==> src/rtl/glb_proc_arbiter.sv <==
// rtl/glb_proc_arbiter.sv - round-robin arbiter sharing the global buffer processor port
// Issues at most one read or write per cycle; in-order read returns are routed back via a tag FIFO.
module glb_proc_arbiter #(
  parameter int NUM_REQ         = 4,
  parameter int ADDR_WIDTH      = 20,
  parameter int DATA_WIDTH      = 64,
  parameter int MAX_OUTSTANDING = 4
) (
  input  logic                                 clk,
  input  logic                                 reset,
  input  logic [NUM_REQ-1:0]                   req_valid,
  output logic [NUM_REQ-1:0]                   req_ready,
  input  logic [NUM_REQ-1:0]                   req_wr,
  input  logic [NUM_REQ*ADDR_WIDTH-1:0]        req_addr,
  input  logic [NUM_REQ*DATA_WIDTH-1:0]        req_wr_data,
  input  logic [NUM_REQ*(DATA_WIDTH/8)-1:0]    req_wr_strb,
  output logic [NUM_REQ-1:0]                   rsp_valid,
  output logic [DATA_WIDTH-1:0]                rsp_data,
  output logic                                 proc_wr_en,
  output logic [DATA_WIDTH/8-1:0]              proc_wr_strb,
  output logic [ADDR_WIDTH-1:0]                proc_wr_addr,
  output logic [DATA_WIDTH-1:0]                proc_wr_data,
  output logic                                 proc_rd_en,
  output logic [ADDR_WIDTH-1:0]                proc_rd_addr,
  input  logic [DATA_WIDTH-1:0]                proc_rd_data,
  input  logic                                 proc_rd_data_valid,
  output logic [$clog2(MAX_OUTSTANDING):0]     rd_outstanding,
  output logic                                 err_unexpected_rsp
);

  localparam int STRB_WIDTH = DATA_WIDTH / 8;
  localparam int IDX_W      = $clog2(NUM_REQ);
  localparam int TAG_PTR_W  = $clog2(MAX_OUTSTANDING);
  localparam int CNT_W      = TAG_PTR_W + 1;

  logic [IDX_W-1:0]      ptr_q, ptr_d;
  logic [IDX_W-1:0]      tag_mem_q [MAX_OUTSTANDING];
  logic [IDX_W-1:0]      tag_mem_d [MAX_OUTSTANDING];
  logic [TAG_PTR_W-1:0]  tag_wr_ptr_q, tag_wr_ptr_d;
  logic [TAG_PTR_W-1:0]  tag_rd_ptr_q, tag_rd_ptr_d;
  logic [CNT_W-1:0]      cnt_q, cnt_d;
  logic                  err_q, err_d;

  logic                  wr_en_q, wr_en_d;
  logic [STRB_WIDTH-1:0] wr_strb_q, wr_strb_d;
  logic [ADDR_WIDTH-1:0] wr_addr_q, wr_addr_d;
  logic [DATA_WIDTH-1:0] wr_data_q, wr_data_d;
  logic                  rd_en_q, rd_en_d;
  logic [ADDR_WIDTH-1:0] rd_addr_q, rd_addr_d;

  logic [NUM_REQ-1:0]    rsp_valid_q, rsp_valid_d;
  logic [DATA_WIDTH-1:0] rsp_data_q, rsp_data_d;

  logic                  fifo_full;
  logic [NUM_REQ-1:0]    eligible;
  logic                  grant_found;
  logic [IDX_W-1:0]      grant_idx;
  logic [IDX_W:0]        rr_sum;
  logic [IDX_W-1:0]      rr_idx;
  logic                  grant_wr;
  logic                  push;
  logic                  pop;
  logic [IDX_W-1:0]      head_idx;

  // Eligibility looks only at the registered count, so the global buffer
  // return never reaches req_ready combinationally.
  always_comb begin
    fifo_full   = (cnt_q == CNT_W'(MAX_OUTSTANDING));
    eligible    = req_valid & (req_wr | {NUM_REQ{~fifo_full}});
    grant_found = 1'b0;
    grant_idx   = '0;
    rr_sum      = '0;
    rr_idx      = '0;
    for (int k = 0; k < NUM_REQ; k++) begin
      rr_sum = {1'b0, ptr_q} + (IDX_W+1)'(k);
      if (rr_sum >= (IDX_W+1)'(NUM_REQ)) begin
        rr_sum = rr_sum - (IDX_W+1)'(NUM_REQ);
      end
      rr_idx = rr_sum[IDX_W-1:0];
      if (!grant_found && eligible[rr_idx]) begin
        grant_found = 1'b1;
        grant_idx   = rr_idx;
      end
    end
    req_ready = '0;
    if (grant_found) begin
      req_ready[grant_idx] = 1'b1;
    end
  end

  always_comb begin
    grant_wr = req_wr[grant_idx];
    push     = grant_found && !grant_wr;
    pop      = proc_rd_data_valid && (cnt_q != '0);
    head_idx = tag_mem_q[tag_rd_ptr_q];

    ptr_d = ptr_q;
    if (grant_found) begin
      ptr_d = (grant_idx == IDX_W'(NUM_REQ - 1)) ? '0 : grant_idx + 1'b1;
    end

    wr_en_d   = grant_found && grant_wr;
    rd_en_d   = push;
    wr_strb_d = wr_strb_q;
    wr_addr_d = wr_addr_q;
    wr_data_d = wr_data_q;
    rd_addr_d = rd_addr_q;
    if (grant_found && grant_wr) begin
      wr_strb_d = req_wr_strb[int'(grant_idx)*STRB_WIDTH +: STRB_WIDTH];
      wr_addr_d = req_addr[int'(grant_idx)*ADDR_WIDTH +: ADDR_WIDTH];
      wr_data_d = req_wr_data[int'(grant_idx)*DATA_WIDTH +: DATA_WIDTH];
    end
    if (push) begin
      rd_addr_d = req_addr[int'(grant_idx)*ADDR_WIDTH +: ADDR_WIDTH];
    end

    tag_mem_d    = tag_mem_q;
    tag_wr_ptr_d = tag_wr_ptr_q;
    tag_rd_ptr_d = tag_rd_ptr_q;
    if (push) begin
      tag_mem_d[tag_wr_ptr_q] = grant_idx;
      tag_wr_ptr_d            = tag_wr_ptr_q + 1'b1;
    end
    if (pop) begin
      tag_rd_ptr_d = tag_rd_ptr_q + 1'b1;
    end

    case ({push, pop})
      2'b10:   cnt_d = cnt_q + 1'b1;
      2'b01:   cnt_d = cnt_q - 1'b1;
      default: cnt_d = cnt_q;
    endcase

    err_d = err_q || (proc_rd_data_valid && (cnt_q == '0));

    rsp_valid_d = '0;
    rsp_data_d  = rsp_data_q;
    if (pop) begin
      rsp_valid_d[head_idx] = 1'b1;
      rsp_data_d            = proc_rd_data;
    end
  end

  always_ff @(posedge clk or posedge reset) begin
    if (reset) begin
      ptr_q        <= '0;
      tag_mem_q    <= '{default: '0};
      tag_wr_ptr_q <= '0;
      tag_rd_ptr_q <= '0;
      cnt_q        <= '0;
      err_q        <= 1'b0;
      wr_en_q      <= 1'b0;
      wr_strb_q    <= '0;
      wr_addr_q    <= '0;
      wr_data_q    <= '0;
      rd_en_q      <= 1'b0;
      rd_addr_q    <= '0;
      rsp_valid_q  <= '0;
      rsp_data_q   <= '0;
    end else begin
      ptr_q        <= ptr_d;
      tag_mem_q    <= tag_mem_d;
      tag_wr_ptr_q <= tag_wr_ptr_d;
      tag_rd_ptr_q <= tag_rd_ptr_d;
      cnt_q        <= cnt_d;
      err_q        <= err_d;
      wr_en_q      <= wr_en_d;
      wr_strb_q    <= wr_strb_d;
      wr_addr_q    <= wr_addr_d;
      wr_data_q    <= wr_data_d;
      rd_en_q      <= rd_en_d;
      rd_addr_q    <= rd_addr_d;
      rsp_valid_q  <= rsp_valid_d;
      rsp_data_q   <= rsp_data_d;
    end
  end

  assign proc_wr_en         = wr_en_q;
  assign proc_wr_strb       = wr_strb_q;
  assign proc_wr_addr       = wr_addr_q;
  assign proc_wr_data       = wr_data_q;
  assign proc_rd_en         = rd_en_q;
  assign proc_rd_addr       = rd_addr_q;
  assign rsp_valid          = rsp_valid_q;
  assign rsp_data           = rsp_data_q;
  assign rd_outstanding     = cnt_q;
  assign err_unexpected_rsp = err_q;

endmodule
==> config.mk <==
export PLATFORM = sky130hd
export DESIGN_NAME = glb_proc_arbiter
export DESIGN_NICKNAME = d
export VERILOG_FILES = /design/src/rtl/glb_proc_arbiter.sv
export SDC_FILE = /design/constraint.sdc
export NUM_CORES = 1
export LEC_CHECK = 0
export CORE_AREA = 2 2 246 248
export CTS_CLUSTER_DIAMETER = 40
export DETAILED_ROUTE_END_ITERATION = 7
export DIE_AREA = 0 0 248 250
export PLACE_DENSITY = 0.46
export SYNTH_ARGS = -nofsm -noshare
export SYNTH_HDL_FRONTEND = slang
export SYNTH_SLANG_ARGS = --single-unit
==> constraint.sdc <==
create_clock -name clk -period 8.95 [get_ports clk]
set_clock_uncertainty 0.05 [all_clocks]
set_input_delay 1.3425 -clock clk [delete_from_list [all_inputs] [get_ports clk]]
set_output_delay 1.3425 -clock clk [all_outputs]
set_load 0.02 [all_outputs]
==> results of run 1 <==
cells in the mapped netlist, types with 6 or more instances:
cell type  instances
a211oi_1          92
a21oi_1           92
buf_2             14
buf_4             11
buf_6              7
buf_8              7
clkbuf_1          36
dfrtp_1          200
ha_1               9
inv_1             10
mux2_1             8
mux2_2            25
mux2_4            89
mux2i_1           94
nand2_1          198
nor2_1             6
nor2b_1           90
through the flow:
stage / instance area (sq um) / util
after global placement: 18200 / 0.306
after detailed placement: 18200 / 0.306
after global routing: 18800 / 0.316
after CTS: 18800 / 0.316
after floorplan: 11300 / -
final: 18800 / 0.316
layer usage:
layer	routed length (um)	GRT usage	up-vias	share of wire
met5	10	0	-	0.00021
met4	449	0.0380	2	0.0095
met3	4510	0.0604	26	0.095
met2	23800	0.259	362	0.50
met1	18800	0.168	4818	0.40
li1	-	-	4809	-
cell type report:
type | count | area share
timing repair buffer | 641 | 0.342
multi-input combinational | 752 | 0.305
sequential | 200 | 0.266
tap | 782 | 0.0520
clock buffer | 18 | 0.0233
clock inverter | 14 | 0.00910
inverter | 12 | 0.00279
antenna | 4 | 0.000532
how the worst min path moves through the flow:
stage / from / end / slack (ns) / cells past startpoint
6_report: err_unexpected_rsp / err_unexpected_rsp / 0.42 / 1
5_1_grt: err_unexpected_rsp / err_unexpected_rsp / 0.44 / 1
4_1_cts: err_unexpected_rsp / err_unexpected_rsp / 0.42 / 1
3_5_place_dp: err_unexpected_rsp / err_unexpected_rsp / 0.40 / 1
3_3_place_gp: err_unexpected_rsp / err_unexpected_rsp / 0.40 / 1
2_1_floorplan: tag_mem_q[2] / tag_mem_q[2] / 0.41 / 1
registers in the layout, indices dropped and copies added, names as in the netlist, 2 cells and up:
signal and cells:
proc_wr_data 64, rsp_data 64, proc_rd_addr 20, proc_wr_addr 20, proc_wr_strb 8, tag_mem_q 8, rsp_valid 4, rd_outstanding 3
ptr_q 2, tag_rd_ptr_q 2, tag_wr_ptr_q 2
report_power, final:
part / total, mW / switching (mW) / internal, mW
sequential: 1.59 / 0.255 / 1.33
clock: 0.824 / 0.437 / 0.388
combinational: 3.90 / 1.95 / 1.95
total: 6.31 / 2.64 / 3.67
cells by family (layout without fill, tap and decap cells):
group           after synthesis  count (layout)
compound gates              197             197
simple gates                321             321
other cells                   0               4
mux                         218             218
fa+ha+maj                    10              10
buf+inv                      91             685
xor+xnor                      6               6
flops                       200             200
worst max-delay path, delay by kind of cell:
family,cells,cell delay (ns)
buffers and inverters,3,1.53
AO/OA/AOI/OAI,1,0.38
AND/OR/NAND/NOR,4,1.21
adder cells (fa/ha/maj),1,0.21
==> run_results.csv, run 1 <==
group,metric,value,unit
floorplanning,core_area,59600,sq um
layout,layout_common_cells,"clkdlybuf4s50_1, dfrtp_1, nand2_1",
global_route,grt_max_degree,149,
timing,setup_tns,0,ns
synthesis,syn_avg_cell_area,10.8,sq um
run,drv_cap,0,
layout,layout_commonest_cell,"clkdlybuf4s50_1",
layout,num-fill-cells,6150,
cts,cts_buffer_depth,2,
layout,layout.nets,2077,
synthesis,synth_ff_type,"dfrtp_1",
cts,numCtsBuffers,17,
placed_design,place_inst,2387,
synthesis,yosysWarnings,0,
synthesis,ys_top_cells_by_area,"dfrtp_1, mux2_4, mux2i_1",
cts,post_cts_buffers,0,
placed_design,dp_slack,2.80,ns
synthesis,synth_edf_count,0,
cts,clkLatencyLatePin,0.49,ns
power_and_ir_drop,power.density,335,nW/um^2
hold_path,hp-class,"flip-flop to flip-flop",
timing,post-route-worst-setup-slack,2.87,ns
synthesis,muxShareOfSynthArea,0.239,
synthesis,ys_types,49,
floorplanning,ios,633,
synthesis,synth_top_family_by_area,"multiplexers",
synthesis,synth-compound-area-share,0.114,
power_and_ir_drop,p_leak,7.83,nW
drt,drt_wl_total,47500,um
timing,slew_headroom,0.421,
layout,regArea,5000,sq um
synthesis,yosysTopAreaCell,"dfrtp_1",
synthesis,syn_area,11300,sq um
layout,layout-drive-gt1-share,0.107,
critical_path,cp_slowest_cell,"clkdlybuf4s50_1",
timing,hold_viol_final,0,
power_and_ir_drop,vdd_drop_max,0.389,mV
critical_path,cp-start-kind,"input port",
global_route,grt_usage,0.149,
cts,cts_tree,"yes",
power_and_ir_drop,p_total,6.31,mW
global_route,grt_pass1_vias,10200,
timing,setup_viol,0,
placed_design,io_buffers,632,
placed_design,gp_congestion,0.830,
cts,numClockSinks,200,
critical_path,crit_required,7.56,ns
synthesis,synth_top_area_frac,0.445,
cts,cts_hold_buf,0,
global_route,gr-total-overflow,0,
critical_path,r2r_cells,8,
critical_path,critPathLaunch,"req_wr[0]",
global_route,antenna_found_initial,7,
placed_design,dp_hpwl,35900,um
layout,multi_input_area,5740,sq um
synthesis,synth-adder-area-share,0.0118,
cts,cts_resized,0,
layout,fin_cells,2423,
timing,worst_pin_slew,0.868,ns
drt,vias,10000,
critical_path,end_kind,"primary output",
run_status,status,"finished clean",
synthesis,synthArstFlopShare,1.00,
floorplanning,die_x,248,um
critical_path,max_stage_delay,0.60,ns
timing,fin_hold_ws,0.423,ns
critical_path,r2r_slack,4.71,ns
critical_path,crit_path_end,"req_ready[3]",
floorplanning,initial_core_util,0.189,
timing,fmax,164,MHz
timing,rsz0062_at_grt,"false",
critical_path,crit_type,"input port to primary output",
cts,cts_root_buf,"clkbuf_16",
global_route,grt_pass1_wl,68100,um
floorplanning,dieHeight,250,um
synthesis,synth-xor-area-share,0.00467,
timing,slew_viol_final,0,
drt,routed_via_density,4.13,
drt,first_pass_iters,4,
synthesis,syn_inst,1043,
floorplanning,rows,90,
critical_path,crit_fanout,49,
drt,wire_per_inst,19.6,um
synthesis,ys_seq_area_frac,0.445,
critical_path,r2r_end,"proc_wr_addr[10]",
cts,htreeDepth,4,
critical_path,cp_cell_sequence,"clkdlybuf4s50_1, nor4b_2, nor2_1, o21ai_0, nand3_4, inv_1, ha_1, and2_1, clkdlybuf4s50_1",
floorplanning,die_area,62000,sq um
critical_path,crit_top_cell,"clkdlybuf4s50_1",
timing,period_share,0.680,
critical_path,cp_data_arrival_time,4.69,ns
synthesis,synthSimpleGateAreaFrac,0.138,
synthesis,syn_nets,1496,
layout,area_delta_synth_final,67.2,%
cts,clk_pin_slew,0.08,ns
critical_path,r2r-start,"rd_outstanding[0]",
drt,ant_nets,0,
synthesis,synth_seq_cells,200,
timing,period_needed,6.08,ns
drt,route.detailed.drc,0,
drt,first_iter_violations,357,
Power figures use the tool's default switching activity.
==> run 2, diff against run 1 <==
==> constraint.sdc (replaced) <==
create_clock -name clk -period 5.9 [get_ports clk]
set_clock_uncertainty 0.05 [all_clocks]
set_input_delay 0.885 -clock clk [delete_from_list [all_inputs] [get_ports clk]]
set_output_delay 0.885 -clock clk [all_outputs]
set_load 0.02 [all_outputs]
==> run 2 against run 1 <==
Against the previous run:
- combinational power is 53% higher
- first-iteration DRC count is 2.5% lower
- sequential share of layout area is 0.072 points lower
- worst hold slack worse by 0.0040 ns
- count of clock-buffer cells in the layout is 1 lower
- clock power is 50% higher
- global-route usage is 0.13 points lower
- highest routed layer is now met4
==> run_results.csv, run 2 (synthesized netlist as in run 1, its figures left out) <==
group,metric,value,unit
run_status,status,"finished clean",
critical_path,crit_top_cell,"clkdlybuf4s50_1",
floorplanning,rows,90,
floorplanning,core_area,59600,sq um
layout,area_delta_synth_final,67.7,%
power_and_ir_drop,vdd_drop_max,0.304,mV
layout,num-fill-cells,6108,
drt,drt_wl_total,47100,um
critical_path,cp_cell_sequence,"clkdlybuf4s50_1, nor4b_2, nor2_1, o21ai_0, nand3_4, inv_1, ha_1, and2_1, clkdlybuf4s50_1",
run,drv_cap,0,
timing,period_needed,4.52,ns
hold_path,hp-class,"flip-flop to flip-flop",
timing,post-route-worst-setup-slack,1.38,ns
cts,htreeDepth,4,
timing,fmax,221,MHz
critical_path,cp-start-kind,"input port",
cts,cts_tree,"yes",
layout,fin_cells,2430,
drt,vias,9940,
placed_design,dp_slack,1.36,ns
timing,hold_viol_final,0,
power_and_ir_drop,clock_power_share,0.129,
cts,cts_buffer_depth,2,
power_and_ir_drop,swShare,0.420,
cts,clk_pin_slew,0.08,ns
timing,rsz0062_at_grt,"false",
global_route,grt_pass1_wl,67600,um
timing,slew_viol_final,0,
hold_path,holdPathStages,1,
drt,first_pass_iters,4,
cts,cts_hold_buf,0,
drt,first_iter_violations,348,
global_route,gr-total-overflow,0,
global_route,grt_usage,0.148,
placed_design,place_inst,2390,
cts,post_cts_buffers,0,
floorplanning,die_area,62000,sq um
critical_path,cp_data_arrival_time,3.58,ns
floorplanning,ios,633,
timing,period_share,0.766,
power_and_ir_drop,p_sw,4.03,mW
layout,layout_commonest_cell,"clkdlybuf4s50_1",
drt,ant_nets,0,
critical_path,crit_required,4.97,ns
global_route,antenna_found_initial,9,
drt,routed_via_density,4.09,
power_and_ir_drop,p_total,9.60,mW
global_route,grt_max_degree,131,
layout,final_cell_area,18900,sq um
critical_path,crit_family,"buffers and inverters",
layout,layout-drive-gt1-share,0.109,
floorplanning,initial_core_util,0.189,
cts,cts_resized,0,
critical_path,path_buf_inv,3,
cts,cts_root_buf,"clkbuf_16",
critical_path,crit_fanout,8,
cts,numClockSinks,200,
cts,numCtsBuffers,17,
drt,wire_per_inst,19.4,um
power_and_ir_drop,internal-power,5.57,mW
critical_path,cp_slowest_cell,"clkdlybuf4s50_1",
floorplanning,dieHeight,250,um
global_route,grt_pass1_vias,10300,
placed_design,gp_congestion,0.779,
layout,layout.nets,2080,
critical_path,end_kind,"primary output",
hold_path,hold_start,"err_unexpected_rsp",
power_and_ir_drop,seq_power_share,0.250,
critical_path,r2r_cells,9,
timing,slew_headroom,0.448,
timing,setup_tns,0,ns
placed_design,placed_cell_area,18300,sq um
critical_path,crit_type,"input port to primary output",
critical_path,crit_path_end,"req_ready[3]",
timing,setup_viol,0,
critical_path,cp.depth,9,
critical_path,max_stage_delay,0.63,ns
layout,layout_common_cells,"clkdlybuf4s50_1, dfrtp_1, nand2_1",
placed_design,dp_hpwl,35700,um
floorplanning,die_x,248,um
critical_path,r2r_end,"proc_wr_addr[14]",
drt,route.detailed.drc,0,
power_and_ir_drop,p_comb_frac,0.621,
power_and_ir_drop,p_leak,7.85,nW
critical_path,r2r_slack,2.27,ns
power_and_ir_drop,power.density,509,nW/um^2
cts,clkLatencyLatePin,0.49,ns
timing,worst_pin_slew,0.828,ns
placed_design,io_buffers,632,
critical_path,critPathLaunch,"req_wr[0]",
critical_path,r2r-start,"rd_outstanding[0]",
[run 2: cell types whose count changed in the layout (fill, tap and decap cells not counted), sizes merged]
| cell | previous run | this run |
|---|---|---|
| clkbuf | 18 | 17 |
| diode | 4 | 8 |
| clkinv | 5 | 4 |
| buf | 9 | 12 |
| clkinvlp | 1 | 3 |
[run 2: worst min-delay path by stage]
stage	slack (ns)	to
after floorplan	0.41	tag_mem_q[2]
after global placement	0.40	err_unexpected_rsp
after detailed placement	0.40	err_unexpected_rsp
after CTS	0.42	err_unexpected_rsp
after global routing	0.45	err_unexpected_rsp
final	0.42	err_unexpected_rsp
[run 2: metal layers]
metal,track usage,vias up,share of wire
li1,-,4811,-
met1,0.162,4737,0.39
met2,0.255,361,0.49
met3,0.0642,31,0.10
met4,0.0459,0,0.014
met5,0,-,0
[run 2: final cells by class]
type,count,area [sq um],share of cell area
Sequential cell,200,5000,0.265
Antenna cell,8,20.0,0.00106
Multi-Input combinational cell,752,5740,0.304
Clock inverter,15,170,0.00901
Timing Repair Buffer,644,6490,0.344
Tap cell,782,978,0.0518
Clock buffer,17,425,0.0225
Inverter,12,48.8,0.00258
[run 2: power groups by stage]
stage	Sequential (mW)	Clock (mW)	Combinational [mW]
finish	2.40	1.24	5.96
global route	2.49	1.35	6.41
CTS	2.41	1.31	6.07
detailed placement	2.42	0	6.05
global placement	2.40	0	6.03
floorplan	3.07	0	3.12
[run 2: metrics by stage]
| step | utilization | hold slack [ns] |
|---|---|---|
| floorplan | - | 0.409 |
| global placement | 0.307 | 0.403 |
| detailed placement | 0.307 | 0.397 |
| CTS | 0.317 | 0.417 |
| global route | 0.317 | 0.449 |
| finish | 0.317 | 0.419 |
==> run 3, diff against run 2 <==
==> config.mk (replaced) <==
export PLATFORM = sky130hd
export DESIGN_NAME = glb_proc_arbiter
export DESIGN_NICKNAME = d
export VERILOG_FILES = /design/src/rtl/glb_proc_arbiter.sv
export SDC_FILE = /design/constraint.sdc
export NUM_CORES = 1
export LEC_CHECK = 0
export CORE_AREA = 2 2 248 250
export CTS_CLUSTER_DIAMETER = 40
export DETAILED_ROUTE_END_ITERATION = 7
export DIE_AREA = 0 0 250 252
export PLACE_DENSITY = 0.47
export SYNTH_ARGS = -nofsm -noshare
export SYNTH_HDL_FRONTEND = slang
export SYNTH_SLANG_ARGS = --single-unit
==> constraint.sdc (replaced) <==
create_clock -name clk -period 3.8 [get_ports clk]
set_clock_uncertainty 0.05 [all_clocks]
set_input_delay 0.57 -clock clk [delete_from_list [all_inputs] [get_ports clk]]
set_output_delay 0.57 -clock clk [all_outputs]
set_load 0.02 [all_outputs]
==> run 3 against run 2 <==
Against the previous run:
- flip-flop and latch count unchanged
- cell count grew 1.5%
- cell area increased by 2.3%
- die area is 1.6% higher
- combinational power up 62%
- largest cell class unchanged
- non-clock buffer count is 41 higher
- critical path depth down 2
- via count up 2.1%
- count of clock-buffer cells in the layout stayed put
- critical endpoint is now req_ready[2]
- worst hold slack better by 0.0023 ns
- highest routed layer is now met5
- largest power group unchanged
==> run_results.csv, run 3 (synthesized netlist as in run 1, its figures left out) <==
group,metric,value,unit
critical_path,crit_required,3.18,ns
hold_path,holdPathStages,1,
critical_path,r2r-start,"rd_outstanding[0]",
drt,drt_wl_total,47900,um
layout,layout.nets,2121,
timing,slew_viol_final,0,
hold_path,hold_end,"err_unexpected_rsp",
critical_path,r2r_cells,10,
hold_path,hp-class,"flip-flop to flip-flop",
global_route,grt_use_met3,0.0610,
layout,area_delta_synth_final,71.6,%
layout,layout_common_cells,"clkdlybuf4s50_1, nand2_1, dfrtp_1",
layout,layout-drive-gt1-share,0.133,
power_and_ir_drop,power.density,797,nW/um^2
floorplanning,die_x,250,um
placed_design,io_buffers,632,
global_route,grt_max_degree,90,
cts,htreeDepth,4,
critical_path,r2r_slack,0.54,ns
cts,cts_buffer_depth,2,
drt,routed_via_density,4.11,
global_route,gr-total-overflow,0,
drt,first_pass_iters,5,
timing,period_needed,3.64,ns
run_status,status,"finished clean",
power_and_ir_drop,p_leak,8.13,nW
cts,cts_hold_buf,0,
power_and_ir_drop,vdd_drop_max,0.332,mV
cts,cts_tree,"yes",
timing,fmax,275,MHz
placed_design,place_inst,2430,
cts,numClockSinks,200,
floorplanning,die_area,63000,sq um
cts,clk_pin_slew,0.08,ns
cts,numCtsBuffers,17,
floorplanning,ios,633,
hold_path,hold_start,"err_unexpected_rsp",
timing,rsz0062_at_grt,"false",
global_route,met1_usage,0.167,
global_route,met2_usage,0.260,
critical_path,crit_type,"flip-flop to primary output",
critical_path,end_kind,"primary output",
drt,route.detailed.drc,0,
timing,slew_headroom,0.490,
floorplanning,dieHeight,252,um
layout,post-route-util,0.321,
global_route,top_usage_layer,"met2",
placed_design,dp_hpwl,37300,um
drt,first_iter_violations,376,
placed_design,gp_congestion,0.816,
layout,fin_cells,2467,
global_route,grt_usage,0.150,
floorplanning,rows,90,
timing,period_share,0.957,
drt,ant_nets,0,
critical_path,r2r_end,"proc_wr_addr[4]",
global_route,antenna_found_initial,7,
critical_path,cp-start-kind,"flip-flop",
cts,clkLatencyLatePin,0.48,ns
floorplanning,core_area,60100,sq um
drt,wire_per_inst,19.4,um
timing,worst_pin_slew,0.765,ns
critical_path,crit_fanout,9,
global_route,grt_pass1_wl,70400,um
drt,vias,10100,
layout,layout_commonest_cell,"clkdlybuf4s50_1",
timing,hold_viol_final,0,
timing,setup_viol,0,
timing,setup_tns,0,ns
global_route,grt_pass1_vias,10700,
run,drv_cap,0,
floorplanning,initial_core_util,0.187,
cts,cts_root_buf,"clkbuf_16",
critical_path,cp_data_arrival_time,3.02,ns
[run 3: changes by cell type in the layout (fill, tap and decap cells not counted), sizes merged, moves of 2 or more]
cell,delta
clkdlybuf4s50,-2
diode,-4
clkinvlp,-2
buf,+41
dlymetal6s2s,+2
[run 3: worst max path at each step]
stage | startpoint | to | slack, ns | depth (start not counted)
after floorplan | reset | err_unexpected_rsp | 0.59 | 1
after global placement | req_wr[1] | proc_wr_addr[4] | -0.07 | 10
after detailed placement | req_wr[0] | proc_wr_data[33] | -0.15 | 9
after CTS | rd_outstanding[0] | req_ready[3] | 0.007 | 8
after global routing | rd_outstanding[0] | req_ready[2] | 0.003 | 7
final | rd_outstanding[0] | req_ready[2] | 0.16 | 7
[run 3: stage by stage]
step / area [sq um] / hold WS (ns) / power [mW] / setup slack (ns)
6_report: 19300 / 0.421 / 15.4 / 0.162
5_1_grt: 19300 / 0.456 / 16.5 / 0.00284
4_1_cts: 19300 / 0.426 / 15.7 / 0.00661
3_5_place_dp: 18600 / 0.399 / 13.5 / -0.152
3_3_place_gp: 18600 / 0.392 / 13.5 / -0.0735
2_1_floorplan: 11300 / 0.409 / 9.60 / 0.592
[run 3: where the power goes]
| part | internal, mW | switching (mW) |
|---|---|---|
| logic | 4.88 | 4.76 |
| registers | 3.14 | 0.610 |
| clock network | 0.971 | 1.03 |
| total | 8.99 | 6.40 |
[run 3: layout make-up]
type                    instances  area, sq um
fillers                      6135        40800
repair buffers                685         6880
clock buffers                  17          425
well taps                     782          978
diodes                          4         10.0
multi-input cells             752         5760
inverters                      12         48.8
clock inverters                15          210
flip-flops and latches        200         5010
[run 3: routing by layer]
metal  vias to the layer above  routed length (um)
met4                         6                 908
met3                        49                4360
met1                      4832               18700
met2                       371               23900
met5                         -                  40
li1                       4891                   -
[run 3: what timing repair did]
action,in CTS,in global routing
setup endpoints to repair,4,4
resized for setup,3,6
setup buffers,1,0
pin swaps,1,0
[run 3: critical path: stages (launching register included)]
cell and delay, ns:
dfrtp_2 0.50, or3b_2 0.51, o21ai_2 0.21, nand4_1 0.21, nand3_4 0.17, ha_1 0.15
and2_1 0.16, clkdlybuf4s50_1 0.62
